**src/rtl/rsa_pkg.sv**
```systemverilog
// Shared types for the RSA block sequencer: FSM state encoding and block geometry.
package rsa_pkg;

  typedef enum logic [2:0] {
    ST_PACK,
    ST_CHECK,
    ST_LAUNCH,
    ST_WAIT,
    ST_EMIT
  } seq_state_t;

  function automatic int bytes_of(input int width);
    return width / 8;
  endfunction

endpackage

```
**src/rtl/byte_serializer.sv**
```systemverilog
// Loads one WIDTH-bit block and presents it MSB byte first on a valid/ready port.
module byte_serializer #(
  parameter int WIDTH = 16,
  parameter int BYTES = WIDTH / 8
) (
  input  logic             clk_i,
  input  logic             rst_i,
  input  logic             load_i,
  input  logic [WIDTH-1:0] data_i,
  input  logic             last_i,
  output logic [7:0]       byte_o,
  output logic             valid_o,
  input  logic             ready_i,
  output logic             last_o,
  output logic             done_o
);

  localparam int CW = $clog2(BYTES + 1);
  localparam logic [CW-1:0] LAST_IDX = CW'(BYTES - 1);

  logic [WIDTH-1:0] data_q, data_d;
  logic [CW-1:0]    cnt_q, cnt_d;
  logic             valid_q, valid_d;
  logic             last_q, last_d;
  logic             fire;

  assign fire = valid_q && ready_i;

  always_ff @(posedge clk_i or posedge rst_i) begin
    if (rst_i) begin
      data_q  <= '0;
      cnt_q   <= '0;
      valid_q <= 1'b0;
      last_q  <= 1'b0;
    end else begin
      data_q  <= data_d;
      cnt_q   <= cnt_d;
      valid_q <= valid_d;
      last_q  <= last_d;
    end
  end

  always_comb begin
    data_d  = data_q;
    cnt_d   = cnt_q;
    valid_d = valid_q;
    last_d  = last_q;
    if (load_i) begin
      data_d  = data_i;
      cnt_d   = '0;
      valid_d = 1'b1;
      last_d  = last_i;
    end else if (fire) begin
      if (cnt_q == LAST_IDX) begin
        data_d  = '0;
        cnt_d   = '0;
        valid_d = 1'b0;
        last_d  = 1'b0;
      end else begin
        data_d = {data_q[WIDTH-9:0], 8'h00};
        cnt_d  = cnt_q + CW'(1);
      end
    end
  end

  assign byte_o  = data_q[WIDTH-1 -: 8];
  assign valid_o = valid_q;
  assign last_o  = valid_q && last_q && (cnt_q == LAST_IDX);
  assign done_o  = fire && (cnt_q == LAST_IDX);

endmodule

```
**src/rtl/rsa_block_sequencer.sv**
```systemverilog
// Packs plaintext bytes into blocks, hands each block to an external exponent_modulus
// engine, and serialises the result back out as bytes. One block in flight at a time.
module rsa_block_sequencer
  import rsa_pkg::*;
#(
  parameter int WIDTH = 16,
  parameter int BYTES = bytes_of(WIDTH)
) (
  input  logic             clk_in,
  input  logic             rst_in,
  input  logic [7:0]       byte_in,
  input  logic             byte_valid_in,
  output logic             byte_ready_out,
  input  logic             last_in,
  input  logic [WIDTH-1:0] key_exponent_in,
  input  logic [WIDTH-1:0] key_modulus_in,
  output logic             exp_ready_out,
  output logic [WIDTH-1:0] exp_value_out,
  input  logic             exp_busy_in,
  input  logic             exp_valid_in,
  input  logic [WIDTH-1:0] exp_result_in,
  output logic [7:0]       byte_out,
  output logic             byte_valid_out,
  input  logic             byte_ready_in,
  output logic             last_out,
  output logic             error_out
);

  localparam int CW = $clog2(BYTES + 1);
  localparam logic [CW-1:0] LAST_IDX = CW'(BYTES - 1);

  seq_state_t       state_q, state_d;
  logic [WIDTH-1:0] block_q, block_d;
  logic [WIDTH-1:0] value_q, value_d;
  logic [CW-1:0]    cnt_q, cnt_d;
  logic             last_q, last_d;
  logic             in_fire, too_big, ser_load, ser_done;
  logic             unused_key;

  // The exponent is consumed by the external engine, not here.
  assign unused_key = ^key_exponent_in;

  assign in_fire = (state_q == ST_PACK) && byte_valid_in;
  assign too_big = (block_q >= key_modulus_in);

  always_ff @(posedge clk_in or posedge rst_in) begin
    if (rst_in) state_q <= ST_PACK;
    else        state_q <= state_d;
  end

  always_comb begin
    state_d = state_q;
    case (state_q)
      ST_PACK:   if (in_fire && (last_in || cnt_q == LAST_IDX)) state_d = ST_CHECK;
      ST_CHECK:  state_d = too_big ? ST_PACK : ST_LAUNCH;
      ST_LAUNCH: if (!exp_busy_in) state_d = ST_WAIT;
      ST_WAIT:   if (exp_valid_in) state_d = ST_EMIT;
      ST_EMIT:   if (ser_done) state_d = ST_PACK;
      default:   state_d = ST_PACK;
    endcase
  end

  always_comb begin
    byte_ready_out = (state_q == ST_PACK) && !rst_in;
    error_out      = (state_q == ST_CHECK) && too_big;
    exp_ready_out  = (state_q == ST_LAUNCH) && !exp_busy_in;
    ser_load       = (state_q == ST_WAIT) && exp_valid_in;
  end

  always_ff @(posedge clk_in or posedge rst_in) begin
    if (rst_in) begin
      block_q <= '0;
      value_q <= '0;
      cnt_q   <= '0;
      last_q  <= 1'b0;
    end else begin
      block_q <= block_d;
      value_q <= value_d;
      cnt_q   <= cnt_d;
      last_q  <= last_d;
    end
  end

  // Shifting in from the LSB end leaves a short final block right-aligned.
  always_comb begin
    block_d = block_q;
    value_d = value_q;
    cnt_d   = cnt_q;
    last_d  = last_q;
    if (in_fire) begin
      block_d = {block_q[WIDTH-9:0], byte_in};
      cnt_d   = cnt_q + CW'(1);
      last_d  = last_in;
    end else if (state_q == ST_CHECK) begin
      block_d = '0;
      cnt_d   = '0;
      if (!too_big) value_d = block_q;
    end
  end

  assign exp_value_out = value_q;

  byte_serializer #(
    .WIDTH (WIDTH),
    .BYTES (BYTES)
  ) u_ser (
    .clk_i   (clk_in),
    .rst_i   (rst_in),
    .load_i  (ser_load),
    .data_i  (exp_result_in),
    .last_i  (last_q),
    .byte_o  (byte_out),
    .valid_o (byte_valid_out),
    .ready_i (byte_ready_in),
    .last_o  (last_out),
    .done_o  (ser_done)
  );

endmodule
```
**config.mk**
```make
export PLATFORM = sky130hd
export DESIGN_NAME = rsa_block_sequencer
export DESIGN_NICKNAME = d
export VERILOG_FILES = /design/src/rtl/rsa_pkg.sv /design/src/rtl/byte_serializer.sv /design/src/rtl/rsa_block_sequencer.sv
export SDC_FILE = /design/constraint.sdc
export NUM_CORES = 1
export LEC_CHECK = 0
export BUFFER_PORTS_ARGS = -buffer_cell sky130_fd_sc_hd__buf_4
export CAP_MARGIN = 20
export CORE_AREA = 5 5 82 84
export CTS_BUF_LIST = sky130_fd_sc_hd__clkbuf_8
export CTS_CLUSTER_SIZE = 14
export DETAILED_ROUTE_END_ITERATION = 10
export DIE_AREA = 0 0 87 89
export MAX_ROUTING_LAYER = met4
export PLACE_DENSITY_LB_ADDON = 0.12
export SYNTH_ARGS = -nofsm -noshare
export SYNTH_HDL_FRONTEND = slang
export SYNTH_SLANG_ARGS = --single-unit
```
**constraint.sdc**
```tcl
create_clock -name clk_in -period 2.8 [get_ports clk_in]
set_input_delay 0.14 -clock clk_in [delete_from_list [all_inputs] [get_ports clk_in]]
set_output_delay 0.14 -clock clk_in [all_outputs]
set_load 0.01 [all_outputs]
```
==> results of run 1 <==
[report_power, final]
part           internal, W  switching [W]
combinational     0.000790       0.000688
clock             0.000356       0.000307
sequential         0.00120       0.000299
[logic make-up after synthesis]
kind of cell	count (synthesis)
AO/OA/AOI/OAI	42
XOR/XNOR	1
adder cells (fa/ha/maj)	17
AND/OR/NAND/NOR	83
multiplexers	17
flip-flops	58
buffers and inverters	38
[registers in the layout, summed over array words and instances (netlist names), 2 cells and up]
register / count
block_q: 16
cnt_q: 2
exp_value_out: 16
state_q: 3
u_ser.cnt_q: 2
u_ser.data_q: 16
[worst max-delay path, delay by kind of cell, from the launching register on]
kind            cells  cell delay, ns
simple gates        3            1.03
flops               1            0.41
mux                 1            0.38
fa+ha+maj           1            0.32
compound gates      1            0.10
[worst paths after layout]
path	end	slack (ns)	depth (start not counted)
max	exp_value_out[10]	0.45	6
min	state_q[0]	0.02	3
max reg2reg	exp_value_out[10]	0.45	6
min reg2reg	u_ser.last_q	0.46	2
max in group asynchronous	block_q[3]	2.29	3
min in group clk_in	block_q[0]	0.03	2
[area by class of cell]
cell class                 count  share of cell area (%)
multi-input combinational    160                    32.9
tap                           75                    2.56
clock buffer                  11                    4.13
inverter                      20                    2.05
clock inverter                 4                   0.511
sequential                    58                    39.5
timing repair buffer          87                    18.3
[layer usage]
metal  wire, um  GRT usage [%]  up-vias
met2       2910           26.1       51
met1       2760           23.7     1019
met4         84           7.22        0
li1           -              -     1047
met3        335           4.79       10
met5          0              -        -
[what timing repair did]
action / 4_1_cts / 5_1_grt
hold buffers: 8 / 0
endpoints found under the setup margin: 0 / 0
gates resized for setup: 0 / 0
endpoints found under the hold margin: 8 / 0
[placed cells by master, fill, tap and decap left out, drive strengths merged, types with 2 or more instances in the layout]
| cell | n |
|---|---|
| mux2 | 17 |
| and4 | 2 |
| a22o | 15 |
| a21oi | 8 |
| and3 | 2 |
| dfrtp | 58 |
| a221oi | 9 |
| nand3 | 14 |
| nor2 | 20 |
| buf | 79 |
| o21ai | 7 |
| nor2b | 2 |
| nand2b | 2 |
| clkinv | 3 |
| dlygate4sd3 | 8 |
| inv | 21 |
| nand2 | 31 |
| nor3b | 3 |
| clkbuf | 11 |
| ha | 17 |
[stage by stage]
step	cell area (um2)	util, %
after floorplan	2850	-
after global placement	3420	58.4
after detailed placement	3420	58.4
after CTS	3670	62.7
after global routing	3670	62.7
final	3670	62.7
==> Implementation_results.wiki, run 1 <==
{| class="wikitable"
! Metric !! Value
|-
| Outcome || finished clean
|-
| Combinational family with the most area after synthesis || simple AND/OR/NAND/NOR gates
|-
| Clock Pin Slew Worst Setup and Hold Paths || 0.07 ns
|-
| Number of filler instances in the final layout || 504
|-
| Part of the Yosys area used for sequential elements || 50.9%
|-
| Syn nets || 336
|-
| Clock Sink Count || 58
|-
| CTS Buffer Depth || 2
|-
| Pre-CTS WS || 0.436 ns
|-
| Detailed router's first-iteration violation count || 103
|-
| Final RePlAce weighted congestion || 0.761
|-
| Slew Viols, Final || 0
|-
| Cells after synthesis || 256
|-
| Final routed wirelength across all metal layers || 6.10 mm
|-
| Pin count of the biggest net entering global routing || 59
|-
| Min setup slack post-route || 0.454 ns
|-
| Wire length per cell || 14.7 um
|-
| Critical path fanouts, max || 17
|-
| Worst hold margin || 0.0206 ns
|-
| Hold Vio Cnt, Final || 0
|-
| Inserted Diodes || 0
|-
| Leakage power figure || 1.97 nW
|-
| Worst slew slack as a fraction of its limit || 51.0%
|-
| Net count of the finished layout || 416
|-
| RSZ-0062 raised after global routing || false
|-
| Total overflow reported by the global router || 0
|-
| X dimension of the die || 87 um
|-
| Total standard cell area after synthesis || 0.00285 mm2
|-
| Share of async-settable or async-resettable flops after synthesis || 100%
|-
| Simple logic cell fraction of the synthesized area || 15.6%
|-
| Insertion delay of the later-clocked pin in the worst-skew pair || 0.33 ns
|-
| All-Layer GR Usage || 17.9%
|-
| Post-synthesis area per instance || 11.1 um2
|-
| Most area-hungry cell type in the Yosys netlist || dfrtp_1
|-
| Peak clock frequency supported by timing || 426 MHz
|-
| Input/output buffers || 75
|-
| Sequential cell area || 0.00145 mm2
|-
| CTS tree || built
|-
| Type of the worst setup path || register to register
|-
| Area growth syn-to-layout || 28.7%
|-
| Number of synthesized flops with an enable pin || 0
|-
| Share of cell area taken by muxes after synthesis || 7.90%
|-
| Final worst-path cycle share || 83.8%
|-
| CP cell instances || ha_1 > and4_2 > o211ai_1 > or4_4 > nand4_4 > mux2_2
|-
| Post-Synth XOR/XNOR Area || 0.307%
|-
| Number of max-capacitance violations reported || 0
|-
| Starting utilization of the core area || 48.7%
|-
| Row count || 28
|-
| Boundary pin count || 92
|-
| RR Startpoint || block_q[11]
|-
| Core Region || 0.00585 mm2
|-
| Overall via count from detail_route || 2127
|-
| Clock buffers created by TritonCTS || 9
|-
| Clock period minus final worst setup slack || 2.35 ns
|-
| Seq cells post-synth || 58
|-
| Hold WC Path Type || primary input to asynchronous set/reset pin
|-
| Height of the die || 89 um
|-
| HPWL after DPL || 4.26 mm
|-
| Most used flip-flop cell after synthesis || dfrtp_1
|-
| Setup violation total in the final timing report || 0
|-
| Synth top area share || 50.9%
|-
| Die Outline Area || 0.00774 mm2
|-
| Tightest Pin Transition || 0.734 ns
|-
| Delay of the slowest cell on the worst path || 0.45 ns
|-
| Most frequent cells after synthesis || dfrtp_1, nand2_1, inv_1
|-
| Post-Layout Cell Count || 415
|-
| Top area cells in the synthesized netlist || dfrtp_1, ha_1, mux2_4
|-
| Distinct cell type count after synthesis || 36
|-
| Vias in the first global route || 2146
|-
| Wire length of the first global-routing pass || 10.3 mm
|-
| Initial antenna violation count || 0
|-
| Setup skew after layout || 0.00801 ns
|-
| Count leader, synth || dfrtp_1
|-
| Total Negative Setup Slacks || 0 ns
|-
| Worst setup path startpoint || block_q[11]
|-
| Vias per std cell || 5.13
|-
| First-pass detailed-route iteration total || 4
|-
| Post-CTS Setup Inserts || 0
|-
| Count of yosys warnings during synthesis || 0
|-
| Routed Antenna Nets || 0
|-
| DRC violation count after routing || 0
|-
| Multi-input logic area || 0.00121 mm2
|-
| Fraction of layout instances using a drive strength above 1 || 35.6%
|-
| Complex-gate fraction of the synthesized area || 11.1%
|-
| Setup crit start kind || register
|-
| Cell count after placement || 392
|-
| Library cell used as clock root buffer || clkbuf_8
|-
| H-tree lvl count || 3
|-
| Required time at the endpoint of the critical path || 3.01 ns
|-
| Slowest stage cell, crit path || or4_4
|-
| Total power divided by cell area || 992 mW/mm2
|-
| CP arrival || 2.56 ns
|-
| Worst ir drop on vdd || 0.465 mV
|-
| Adder-Cell Fraction of Synth Area || 7.46%
|-
| Endpoint type of the worst setup path || register
|-
| Overall power of the completed layout || 0.00364 W
|}
(Power assumes the default switching activity.)
==> run 2: changes to the inputs <==
Settings changed: ABC_AREA set to 1, CORE_AREA 5 5 82 84 to 5 5 84 86, DIE_AREA 0 0 87 89 to 0 0 89 91.
Clock period 2.8 ns to 2.23 ns, I/O delays scaled along.
==> Implementation_results.wiki, run 2 <==
{| class="wikitable"
! Metric !! Value
|-
| Row count || 29 (was 28)
|-
| Post-synthesis area per instance || 9.04 um2 (was 11.1 um2)
|-
| Setup skew after layout || 0.0125 ns (was 0.00801 ns)
|-
| Library cell used as clock root buffer || clkbuf_8 (unchanged)
|-
| Worst ir drop on vdd || 0.605 mV (was 0.465 mV)
|-
| Count leader, synth || nand2_1 (was dfrtp_1)
|-
| Peak clock frequency supported by timing || 494 MHz
|-
| Most used flip-flop cell after synthesis || dfrtp_1 (unchanged)
|-
| Syn nets || 408 (was 336)
|-
| Most common cell after layout, fill and taps aside || nand2_1 (was buf_4)
|-
| Initial antenna violation count || 0 (unchanged)
|-
| Share of async-settable or async-resettable flops after synthesis || 100% (unchanged)
|-
| Final worst-path cycle share || 90.8%
|-
| Type of the worst setup path || register to output pin (was register to register)
|-
| X dimension of the die || 89 um (was 87 um)
|-
| Area growth syn-to-layout || 33.0% (was 28.7%)
|-
| Worst slew slack as a fraction of its limit || 58.8% (was 51.0%)
|-
| Tightest Pin Transition || 0.618 ns (was 0.734 ns)
|-
| Total Negative Setup Slacks || 0 ns (unchanged)
|-
| Hold Vio Cnt, Final || 0 (unchanged)
|-
| Final routed wirelength across all metal layers || 6.50 mm (was 6.10 mm)
|-
| DRC violation count after routing || 0 (unchanged)
|-
| Inserted Diodes || 0 (unchanged)
|-
| CTS tree || built (unchanged)
|-
| Clock buffers created by TritonCTS || 9 (unchanged)
|-
| Core Region || 0.00620 mm2 (was 0.00585 mm2)
|-
| Seq cells post-synth || 58 (unchanged)
|-
| Setup crit start kind || register (unchanged)
|-
| Vias per std cell || 4.70 (was 5.13)
|-
| Net count of the finished layout || 502 (was 416)
|-
| Detailed router's first-iteration violation count || 115 (was 103)
|-
| Flop pwr share || 35.9% (was 41.2%)
|-
| Hold WC Path Type || primary input to register (was primary input to asynchronous set/reset pin)
|-
| Routed Antenna Nets || 0 (unchanged)
|-
| Vias in the first global route || 2379 (was 2146)
|-
| Input/output buffers || 75 (unchanged)
|-
| Most frequent cells after synthesis || nand2_1, dfrtp_1, inv_1 (was dfrtp_1, nand2_1, inv_1)
|-
| Switching Fraction || 38.2% (was 35.5%)
|-
| Most area-hungry cell type in the Yosys netlist || dfrtp_1 (unchanged)
|-
| Total standard cell area after synthesis || 0.00297 mm2 (was 0.00285 mm2)
|-
| Die Outline Area || 0.00810 mm2 (was 0.00774 mm2)
|-
| Slew Viols, Final || 0 (unchanged)
|-
| Pre-CTS WS || 0.301 ns (was 0.436 ns)
|-
| Logic gate share of total power || 41.7% (was 40.6%)
|-
| Cells after synthesis || 328 (was 256)
|-
| Leading cell types in the layout, fill and taps excluded || nand2_1, buf_4, inv_1, dfrtp_1, dlygate4sd3_1 (was buf_4, dfrtp_1, nand2_1)
|-
| Insertion delay of the later-clocked pin in the worst-skew pair || 0.33 ns (about the same)
|-
| Wire length per cell || 12.9 um (was 14.7 um)
|-
| Total power divided by cell area || 1200 mW/mm2 (was 992 mW/mm2)
|-
| Critical path fanouts, max || 2 (was 17)
|-
| Setup violation total in the final timing report || 0 (unchanged)
|-
| Leakage power figure || 2.05 nW (was 1.97 nW)
|-
| Part of the Yosys area used for sequential elements || 48.9% (was 50.9%)
|-
| Pin count of the biggest net entering global routing || 34 (was 59)
|-
| Final RePlAce weighted congestion || 0.763 (was 0.761)
|-
| Overall via count from detail_route || 2367 (was 2127)
|-
| CP arrival || 1.91 ns (was 2.56 ns)
|-
| Starting utilization of the core area || 47.8% (was 48.7%)
|-
| Clock period minus final worst setup slack || 2.02 ns
|-
| All-Layer GR Usage || 17.7% (was 17.9%)
|-
| Clock Sink Count || 58 (unchanged)
|-
| Top area cells in the synthesized netlist || dfrtp_1, nand2_1, inv_1 (was dfrtp_1, ha_1, mux2_4)
|-
| HPWL after DPL || 4.60 mm (was 4.26 mm)
|-
| Wire length of the first global-routing pass || 10.9 mm (was 10.3 mm)
|-
| Outcome || finished clean (unchanged)
|-
| Total overflow reported by the global router || 0 (unchanged)
|-
| Required time at the endpoint of the critical path || 2.12 ns (was 3.01 ns)
|-
| Count of yosys warnings during synthesis || 0 (unchanged)
|-
| Internal power consumption || 0.00294 W (was 0.00235 W)
|-
| Distinct cell type count after synthesis || 27 (was 36)
|-
| Number of max-capacitance violations reported || 0 (unchanged)
|-
| Switching power of the nets || 0.00182 W (was 0.00129 W)
|-
| Synth top area share || 48.9% (was 50.9%)
|-
| Number of synthesized flops with an enable pin || 0 (unchanged)
|-
| Post-CTS Setup Inserts || 0 (unchanged)
|-
| Endpoint type of the worst setup path || output pin (was register)
|-
| Power share of the clock group || 22.3% (was 18.2%)
|-
| Fraction of layout instances using a drive strength above 1 || 29.3% (was 35.6%)
|-
| Height of the die || 91 um (was 89 um)
|-
| Min setup slack post-route || 0.205 ns (was 0.454 ns)
|-
| RSZ-0062 raised after global routing || false (unchanged)
|-
| First-pass detailed-route iteration total || 4 (unchanged)
|-
| Boundary pin count || 92 (unchanged)
|-
| Clock Pin Slew Worst Setup and Hold Paths || 0.06 ns (was 0.07 ns)
|-
| CTS Buffer Depth || 2 (unchanged)
|-
| H-tree lvl count || 3 (unchanged)
|}
-- run 2: cell types whose count changed after synthesis, moves of 7 or more --
cell      delta
a221oi_1     -9
o22ai_2      +9
nand2_1     +52
buf_6        +7
mux2_4       -9
a22o_1      -15
nor2_1       -8
mux2_2       -8
o211ai_1     +7
o21ai_1     +20
o21ai_2      +7
nand3_1     -13
inv_1       +38
-- run 2: kinds of logic after synthesis --
family                     share of synthesized area, %
DFF                                                48.9
AOI/OAI and AO/OA                                  14.8
adders and majority gates                          7.17
and+or+nand+nor                                    16.2
buffers and inverters                              12.9
-- run 2: repair_timing --
| item | in CTS | in global routing |
|---|---|---|
| endpoints found under the hold margin | 45 | 3 |
| hold buffers | 19 | 3 |
| gates resized for setup | 0 | 0 |
-- run 2: layout make-up --
| class | count | area [um2] |
|---|---|---|
| Clock buffer | 10 | 138 |
| Clock inverter | 6 | 81.3 |
| Fill cell | 522 | 2260 |
| Inverter | 65 | 245 |
| Multi-Input combinational cell | 190 | 1130 |
| Sequential cell | 58 | 1450 |
| Tap cell | 77 | 96.3 |
| Timing Repair Buffer | 98 | 803 |
-- run 2: metrics by stage --
step                instance area (um2)  utilization [%]  total power (W)  hold slack [ns]  std cells
floorplan                          2970                -          0.00321            0.228        328
global placement                   3510             56.5          0.00363            0.241        466
detailed placement                 3510             56.5          0.00368            0.237        466
CTS                                3920             63.1          0.00479          0.00198        501
global route                       3950             63.6          0.00515          0.00448        504
finish                             3950             63.6          0.00475           0.0112        504
-- run 2: worst paths after layout --
| check | endpoint | cells past startpoint | slack [ns] | start |
|---|---|---|---|---|
| worst max-delay path | error_out | 10 | 0.21 | block_q[7] |
| worst min-delay path | block_q[2] | 3 | 0.01 | byte_in[2] |
| worst max register to register | exp_value_out[7] | 11 | 0.29 | block_q[7] |
| worst min register to register | last_q | 2 | 0.48 | last_q |
| max in group asynchronous | u_ser.data_q[10] | 4 | 1.22 | rst_in |
| min in group asynchronous | state_q[1] | 3 | 0.41 | rst_in |
-- run 2: per-layer routing --
metal  up-vias  GRT usage (%)  routed length [um]
met2        50           25.7                2990
met4         0           4.47                  27
met1      1092           24.8                3130
li1       1223              -                   -
met5         -              -                   0
met3         2           4.43                 347
-- run 2: power groups by stage --
| stage | clock network (W) | registers (W) | logic (W) |
|---|---|---|---|
| 5_1_grt | 0.00115 | 0.00176 | 0.00225 |
| 3_3_place_gp | 0 | 0.00171 | 0.00192 |
| 4_1_cts | 0.00108 | 0.00171 | 0.00200 |
| 2_1_floorplan | 0 | 0.00171 | 0.00150 |
| 3_5_place_dp | 0 | 0.00172 | 0.00196 |
| 6_report | 0.00106 | 0.00171 | 0.00198 |
-- run 2: worst max-delay path, cell delays in order (launching register included) --
cell      delay, ns
dfrtp_1        0.39
ha_1           0.30
nand2_1        0.06
inv_2          0.05
nand2_1        0.06
nor2_1         0.10
nor2_1         0.05
nand2_1        0.10
nand2_1        0.12
a21boi_0       0.21
buf_4          0.16
